===== config.mk =====
export PLATFORM = sky130hd
export DESIGN_NAME = user_mgr_arbiter
export DESIGN_NICKNAME = d
export VERILOG_FILES = /design/src/rtl/user_mgr_arbiter_pkg.sv /design/src/rtl/user_mgr_arb_fifo.sv /design/src/rtl/user_mgr_arbiter.sv
export SDC_FILE = /design/constraint.sdc
export NUM_CORES = 1
export LEC_CHECK = 0
export BUFFER_PORTS_ARGS = -buffer_cell sky130_fd_sc_hd__buf_2
export CAP_MARGIN = 5
export CELL_PAD_IN_SITES_DETAIL_PLACEMENT = 0
export CELL_PAD_IN_SITES_GLOBAL_PLACEMENT = 1
export CORE_MARGIN = 4
export CORE_UTILIZATION = 21
export CTS_CLUSTER_DIAMETER = 40
export DETAILED_ROUTE_END_ITERATION = 16
export PLACE_DENSITY_LB_ADDON = 0.15
export SETUP_SLACK_MARGIN = 0.15
export SYNTH_ARGS = -nofsm -noshare
export SYNTH_HDL_FRONTEND = slang
export SYNTH_SLANG_ARGS = --single-unit

===== constraint.sdc =====
create_clock -name clk_i -period 1.4 [get_ports clk_i]
set_input_delay 0.21 -clock clk_i [delete_from_list [all_inputs] [get_ports clk_i]]
set_output_delay 0.21 -clock clk_i [all_outputs]
set_load 0.02 [all_outputs]

===== src/rtl/user_mgr_arbiter_pkg.sv =====
// Shared constants and helpers for the user-domain manager arbiter.
// Imported by the arbiter top and its index FIFO.
package user_mgr_arbiter_pkg;

  localparam int unsigned NumUserMgrs     = 2;
  localparam int unsigned UserMgrMaxTrans = 2;

  function automatic int unsigned idx_w(input int unsigned n);
    return (n > 1) ? $clog2(n) : 1;
  endfunction

endpackage


===== src/rtl/user_mgr_arb_fifo.sv =====
// In-order FIFO of requester indices for outstanding OBI transactions.
// Head is the issuer of the oldest transaction still awaiting rvalid.
module user_mgr_arb_fifo
  import user_mgr_arbiter_pkg::*;
#(
  parameter int unsigned Depth = 2,
  parameter int unsigned Width = 1
) (
  input  logic             clk_i,
  input  logic             rst_i,
  input  logic             push_i,
  input  logic [Width-1:0] data_i,
  input  logic             pop_i,
  output logic             full_o,
  output logic             empty_o,
  output logic [Width-1:0] head_o
);

  localparam int unsigned PtrW = idx_w(Depth);
  localparam int unsigned CntW = $clog2(Depth + 1);

  logic [Width-1:0] mem_q [Depth];
  logic [PtrW-1:0]  wr_q;
  logic [PtrW-1:0]  rd_q;
  logic [CntW-1:0]  cnt_q;
  logic             do_push;
  logic             do_pop;

  function automatic logic [PtrW-1:0] nxt(
    input logic [PtrW-1:0] p
  );
    return (p == PtrW'(Depth - 1)) ? '0 : p + PtrW'(1);
  endfunction

  assign full_o  = (cnt_q == CntW'(Depth));
  assign empty_o = (cnt_q == '0);
  assign head_o  = mem_q[rd_q];
  assign do_push = push_i && !full_o;
  assign do_pop  = pop_i && !empty_o;

  always_ff @(posedge clk_i) begin
    if (do_push) begin
      mem_q[wr_q] <= data_i;
    end
  end

  always_ff @(posedge clk_i or posedge rst_i) begin
    if (rst_i) begin
      wr_q  <= '0;
      rd_q  <= '0;
      cnt_q <= '0;
    end else begin
      if (do_push) begin
        wr_q <= nxt(wr_q);
      end
      if (do_pop) begin
        rd_q <= nxt(rd_q);
      end
      // simultaneous push and pop leaves the count unchanged
      if (do_push && !do_pop) begin
        cnt_q <= cnt_q + CntW'(1);
      end else if (do_pop && !do_push) begin
        cnt_q <= cnt_q - CntW'(1);
      end
    end
  end

endmodule


===== src/rtl/user_mgr_arbiter.sv =====
// Round-robin arbiter sharing one OBI manager port among NumReq managers.
// Responses are routed back in issue order via the index FIFO.
module user_mgr_arbiter
  import user_mgr_arbiter_pkg::*;
#(
  parameter int unsigned NumReq    = NumUserMgrs,
  parameter int unsigned AddrWidth = 32,
  parameter int unsigned DataWidth = 32,
  parameter int unsigned IdWidth   = 1,
  parameter int unsigned MaxTrans  = UserMgrMaxTrans
) (
  input  logic                          clk_i,
  input  logic                          rst_i,
  input  logic [NumReq-1:0]             req_i,
  input  logic [NumReq*AddrWidth-1:0]   addr_i,
  input  logic [NumReq-1:0]             we_i,
  input  logic [NumReq*DataWidth/8-1:0] be_i,
  input  logic [NumReq*DataWidth-1:0]   wdata_i,
  input  logic [NumReq*IdWidth-1:0]     aid_i,
  output logic [NumReq-1:0]             gnt_o,
  output logic [NumReq-1:0]             rvalid_o,
  output logic [DataWidth-1:0]          rdata_o,
  output logic [IdWidth-1:0]            rid_o,
  output logic                          err_o,
  output logic                          mgr_req_o,
  output logic [AddrWidth-1:0]          mgr_addr_o,
  output logic                          mgr_we_o,
  output logic [DataWidth/8-1:0]        mgr_be_o,
  output logic [DataWidth-1:0]          mgr_wdata_o,
  output logic [IdWidth-1:0]            mgr_aid_o,
  input  logic                          mgr_gnt_i,
  input  logic                          mgr_rvalid_i,
  input  logic [DataWidth-1:0]          mgr_rdata_i,
  input  logic [IdWidth-1:0]            mgr_rid_i,
  input  logic                          mgr_err_i,
  output logic                          spurious_o
);

  localparam int unsigned IdxW = idx_w(NumReq);
  localparam int unsigned BeW  = DataWidth / 8;

  logic [IdxW-1:0]      rr_ptr;
  logic [IdxW-1:0]      lock_idx_q;
  logic                 lock_q;
  logic                 spurious_q;
  logic [IdxW-1:0]      sel;
  logic                 found;
  logic [IdxW-1:0]      head;
  logic                 full;
  logic                 empty;
  logic                 hs;
  logic                 pop;
  logic [AddrWidth-1:0] a_addr;
  logic                 a_we;
  logic [BeW-1:0]       a_be;
  logic [DataWidth-1:0] a_wdata;
  logic [IdWidth-1:0]   a_aid;

  // two passes: indices at or above rr_ptr first, then wrap to 0
  always_comb begin
    sel   = '0;
    found = 1'b0;
    if (lock_q) begin
      sel   = lock_idx_q;
      found = 1'b1;
    end else begin
      for (int j = 0; j < NumReq; j++) begin
        if (!found && req_i[j] && IdxW'(j) >= rr_ptr) begin
          sel   = IdxW'(j);
          found = 1'b1;
        end
      end
      for (int j = 0; j < NumReq; j++) begin
        if (!found && req_i[j]) begin
          sel   = IdxW'(j);
          found = 1'b1;
        end
      end
    end
  end

  always_comb begin
    a_addr  = '0;
    a_we    = 1'b0;
    a_be    = '0;
    a_wdata = '0;
    a_aid   = '0;
    for (int j = 0; j < NumReq; j++) begin
      if (sel == IdxW'(j)) begin
        a_addr  = addr_i[j*AddrWidth +: AddrWidth];
        a_we    = we_i[j];
        a_be    = be_i[j*BeW +: BeW];
        a_wdata = wdata_i[j*DataWidth +: DataWidth];
        a_aid   = aid_i[j*IdWidth +: IdWidth];
      end
    end
  end

  assign mgr_req_o = !rst_i && (|req_i) && !full;
  assign hs        = mgr_req_o && mgr_gnt_i;
  assign pop       = !rst_i && mgr_rvalid_i && !empty;

  assign mgr_addr_o  = mgr_req_o ? a_addr  : '0;
  assign mgr_we_o    = mgr_req_o ? a_we    : 1'b0;
  assign mgr_be_o    = mgr_req_o ? a_be    : '0;
  assign mgr_wdata_o = mgr_req_o ? a_wdata : '0;
  assign mgr_aid_o   = mgr_req_o ? a_aid   : '0;

  assign gnt_o    = hs  ? (NumReq'(1) << sel)  : '0;
  assign rvalid_o = pop ? (NumReq'(1) << head) : '0;

  assign rdata_o    = rst_i ? '0   : mgr_rdata_i;
  assign rid_o      = rst_i ? '0   : mgr_rid_i;
  assign err_o      = rst_i ? 1'b0 : mgr_err_i;
  assign spurious_o = spurious_q;

  // lock holds the pending selection stable until it is granted
  always_ff @(posedge clk_i or posedge rst_i) begin
    if (rst_i) begin
      rr_ptr     <= '0;
      lock_q     <= 1'b0;
      lock_idx_q <= '0;
      spurious_q <= 1'b0;
    end else begin
      if (hs) begin
        rr_ptr <= (sel == IdxW'(NumReq - 1)) ? '0 : sel + IdxW'(1);
        lock_q <= 1'b0;
      end else if (mgr_req_o) begin
        lock_q     <= 1'b1;
        lock_idx_q <= sel;
      end
      if (mgr_rvalid_i && empty) begin
        spurious_q <= 1'b1;
      end
    end
  end

  user_mgr_arb_fifo #(
    .Depth (MaxTrans),
    .Width (IdxW)
  ) u_fifo (
    .clk_i   (clk_i),
    .rst_i   (rst_i),
    .push_i  (hs),
    .data_i  (sel),
    .pop_i   (pop),
    .full_o  (full),
    .empty_o (empty),
    .head_o  (head)
  );

endmodule


==> metrics.txt <==
status finished with violations; failing checks negative setup slack; Final Hold Fails 0; top cell type's share of synthesized area roughly a quarter; Die W 123 µm; CTS max path bufs 2; CP required between 1 and 1.5 ns; CP Capture Type primary output; most frequent cell after synthesis nand3_1; number of global-route vias before repair roughly 3,700; Syn Area/Cell ~8.4 µm²; Root Driver clkbuf_16; Filler cells 1,259; Buf/Inv on CP 3; max_slew headroom 77.7%; net count after synthesis 511; # hold bufs at CTS 0; flop-to-flop setup slack -0.33 ns; detailed-route DRC error count 0; ANT cells 0; share of cells above drive strength 1 a little under 80%; EDFF count, synth 2; worst-path maximum fanout 8; DRT Pass-1 Iters 4; Via Count 3,703; RSZ-0062 raised after global routing true; Unique masters post-synth 30; dpl ws -0.273 ns; Sink Count 10; CTS tree yes; Placeable Area 0.0128 mm²; WP data arrival between 1.5 and 2 ns; synth cell count leaders 90 x nand3_1, 71 x mux2i_1, 50 x nand3_2, 32 x nor2b_1, 11 x buf_2; ys async rst share 80.0%; Startpoint Class flip-flop; die height around 120 µm; Clock Latency Late Sink around 0.23 ns; Tightest Hold Check Type in2async; Vias/cell 4.47; final worst slack -0.475 ns; Num CTS Buffers 3; Initial Util 21.7%; Lkg Pwr 2.81 nW; maximum clock frequency 0.533 GHz; initial antenna violation count 0; Ys Warns 0; drt initial violations 86; Synth area leader mux2i_1; Worst-path clk slew 0.04 ns; FF-to-FF path depth 10; Main synth FF type dfrtp_1; final period utilization 134%; Total GRT Usage 15.2%; IO Pins 290; GR Overflow Total 0; VDD IR max between 900 and 1000 µV; most used cell, CP buf_4; Clock Skew 0.00179 ns; final setup violation count 85; # Max-Cap Violations 0; Area Overhead vs Synth 118%; synthesized instance count 330; DP HPWL 9.74 mm; die area 0.0151 mm²; CP Cell Sequence nand2b_4 > o21a_4 > buf_4 > buf_16 > mux2i_2 > buf_4; power density cells 1770 mW/mm²; FF+latch area 260 µm²; hold slack 0.206 ns; RD Place Congestion 0.764; r2r endpoint u_fifo.cnt_q[1]; slowest stage delay, CP 0.38 ns; top cells by area, synth mux2i_1 26%, nand3_2 18%, nand3_1 16%, dfrtp_1 7.2%, nor2b_1 7.2%; FF+latch count, synth 10; wire length of the first global-routing pass around 18 mm; fin crit period 1.87 ns; H-tree levels 1; Worst path top cell family by delay buffers and inverters; Worst Max-Slew Pin Slew 0.325 ns; sequential fraction of the synthesis area 9.38%; Slew Viols, Final 0; post-synthesis cell area approximately 0.0028 mm²; # port buffers 289; WL per Instance between 15 and 20 µm; largest net degree at the start of global routing 36; CP max stage cell dfrtp_1; Overall Power 10.7 mW; CP Class reg2out; layout net count 840; area of the multi-input gates 0.00265 mm²; reg2reg start u_fifo.cnt_q[0]; total wire length 12.8 mm; Post-DRT Antenna Nets 0; # rows 41
worst max path at each step:
stage	slack, ns	endpoint	depth (start not counted)	startpoint
after global routing	-0.55	mgr_wdata_o[28]	6	rr_ptr
after floorplan	-0.19	mgr_addr_o[0]	5	rr_ptr
after CTS	-0.48	mgr_wdata_o[29]	6	lock_q
after detailed placement	-0.27	mgr_addr_o[2]	5	rr_ptr
final	-0.47	mgr_wdata_o[29]	6	lock_q
after global placement	-0.28	mgr_addr_o[2]	5	rr_ptr
timing repair:
item | CTS | global route
gates cloned | 9 | 1
pin swaps | 7 | 6
endpoints found under the setup margin | 84 | 89
gates resized for setup | 120 | 16
buffers inserted | 22 | 6
sequential cells by signal (all words and copies together), names as in the netlist:
| register | cells |
|---|---|
| u_fifo.mem_q | 2 |
| u_fifo.rd_q | 1 |
| spurious_o | 1 |
| lock_idx_q | 1 |
| u_fifo.cnt_q | 2 |
| u_fifo.wr_q | 1 |
| lock_q | 1 |
| rr_ptr | 1 |
cell families (layout without fill, tap and decap cells):
| kind of cell | after synthesis | in the layout | synth area share [%] |
|---|---|---|---|
| xor+xnor | 5 | 5 | 1.58 |
| simple gates | 188 | 188 | 45.1 |
| buf+inv | 47 | 373 | 15.4 |
| compound gates | 7 | 8 | 2.12 |
| flops | 10 | 10 | 9.38 |
| mux | 72 | 72 | 26.0 |
| fa+ha+maj | 1 | 1 | 0.451 |
through the flow:
step | utilization (%) | setup TNS (ns) | std cells | instance area (µm²)
after floorplan | - | -11.76 | 330 | 3290
after CTS | 46.3 | -33.67 | 822 | 5910
final | 47.4 | -33.87 | 829 | 6050
after global placement | 39.3 | -15.68 | 788 | 5020
after global routing | 47.4 | -39.53 | 829 | 6050
after detailed placement | 39.3 | -16.61 | 788 | 5020
routing by layer:
metal	up-vias	track usage [%]	share of wire, %
met5	-	0	0
met3	12	2.20	6.8
met4	0	2.59	1.2
met2	132	28.3	52
li1	1843	-	-
met1	1716	18.7	40
final cells by class:
type,count,share of cell area [%]
Clock buffer,3,1.24
Inverter,4,0.248
Multi-Input combinational cell,274,43.8
Sequential cell,10,4.30
Tap cell,172,3.56
Timing Repair Buffer,366,46.9
cells in the final DEF (no fill, tap or decap), types with 3 or more instances in the layout:
cell type	netlist	final
nand3_1	90	90
buf_12	6	23
nor2b_1	32	30
buf_16	0	9
dfrtp_1	8	8
nand3_4	1	11
clkbuf_16	0	4
buf_6	8	31
buf_8	3	3
buf_4	6	85
buf_2	11	214
nand3_2	50	40
and2b_1	4	4
mux2i_1	71	4
mux2i_2	0	53
mux2i_4	0	14
nor2_4	0	3
tightest hold or removal path, delay by kind of cell:
kind | cells | cell delay (ns)
buffers and inverters | 4 | 0.56
report_power, final:
| group | internal (mW) | switching (mW) |
|---|---|---|
| Combinational | 5.29 | 4.40 |
| Sequential | 0.423 | 0.100 |
| Clock | 0.369 | 0.117 |
No activity file was read; power rests on OpenSTA's default activity.
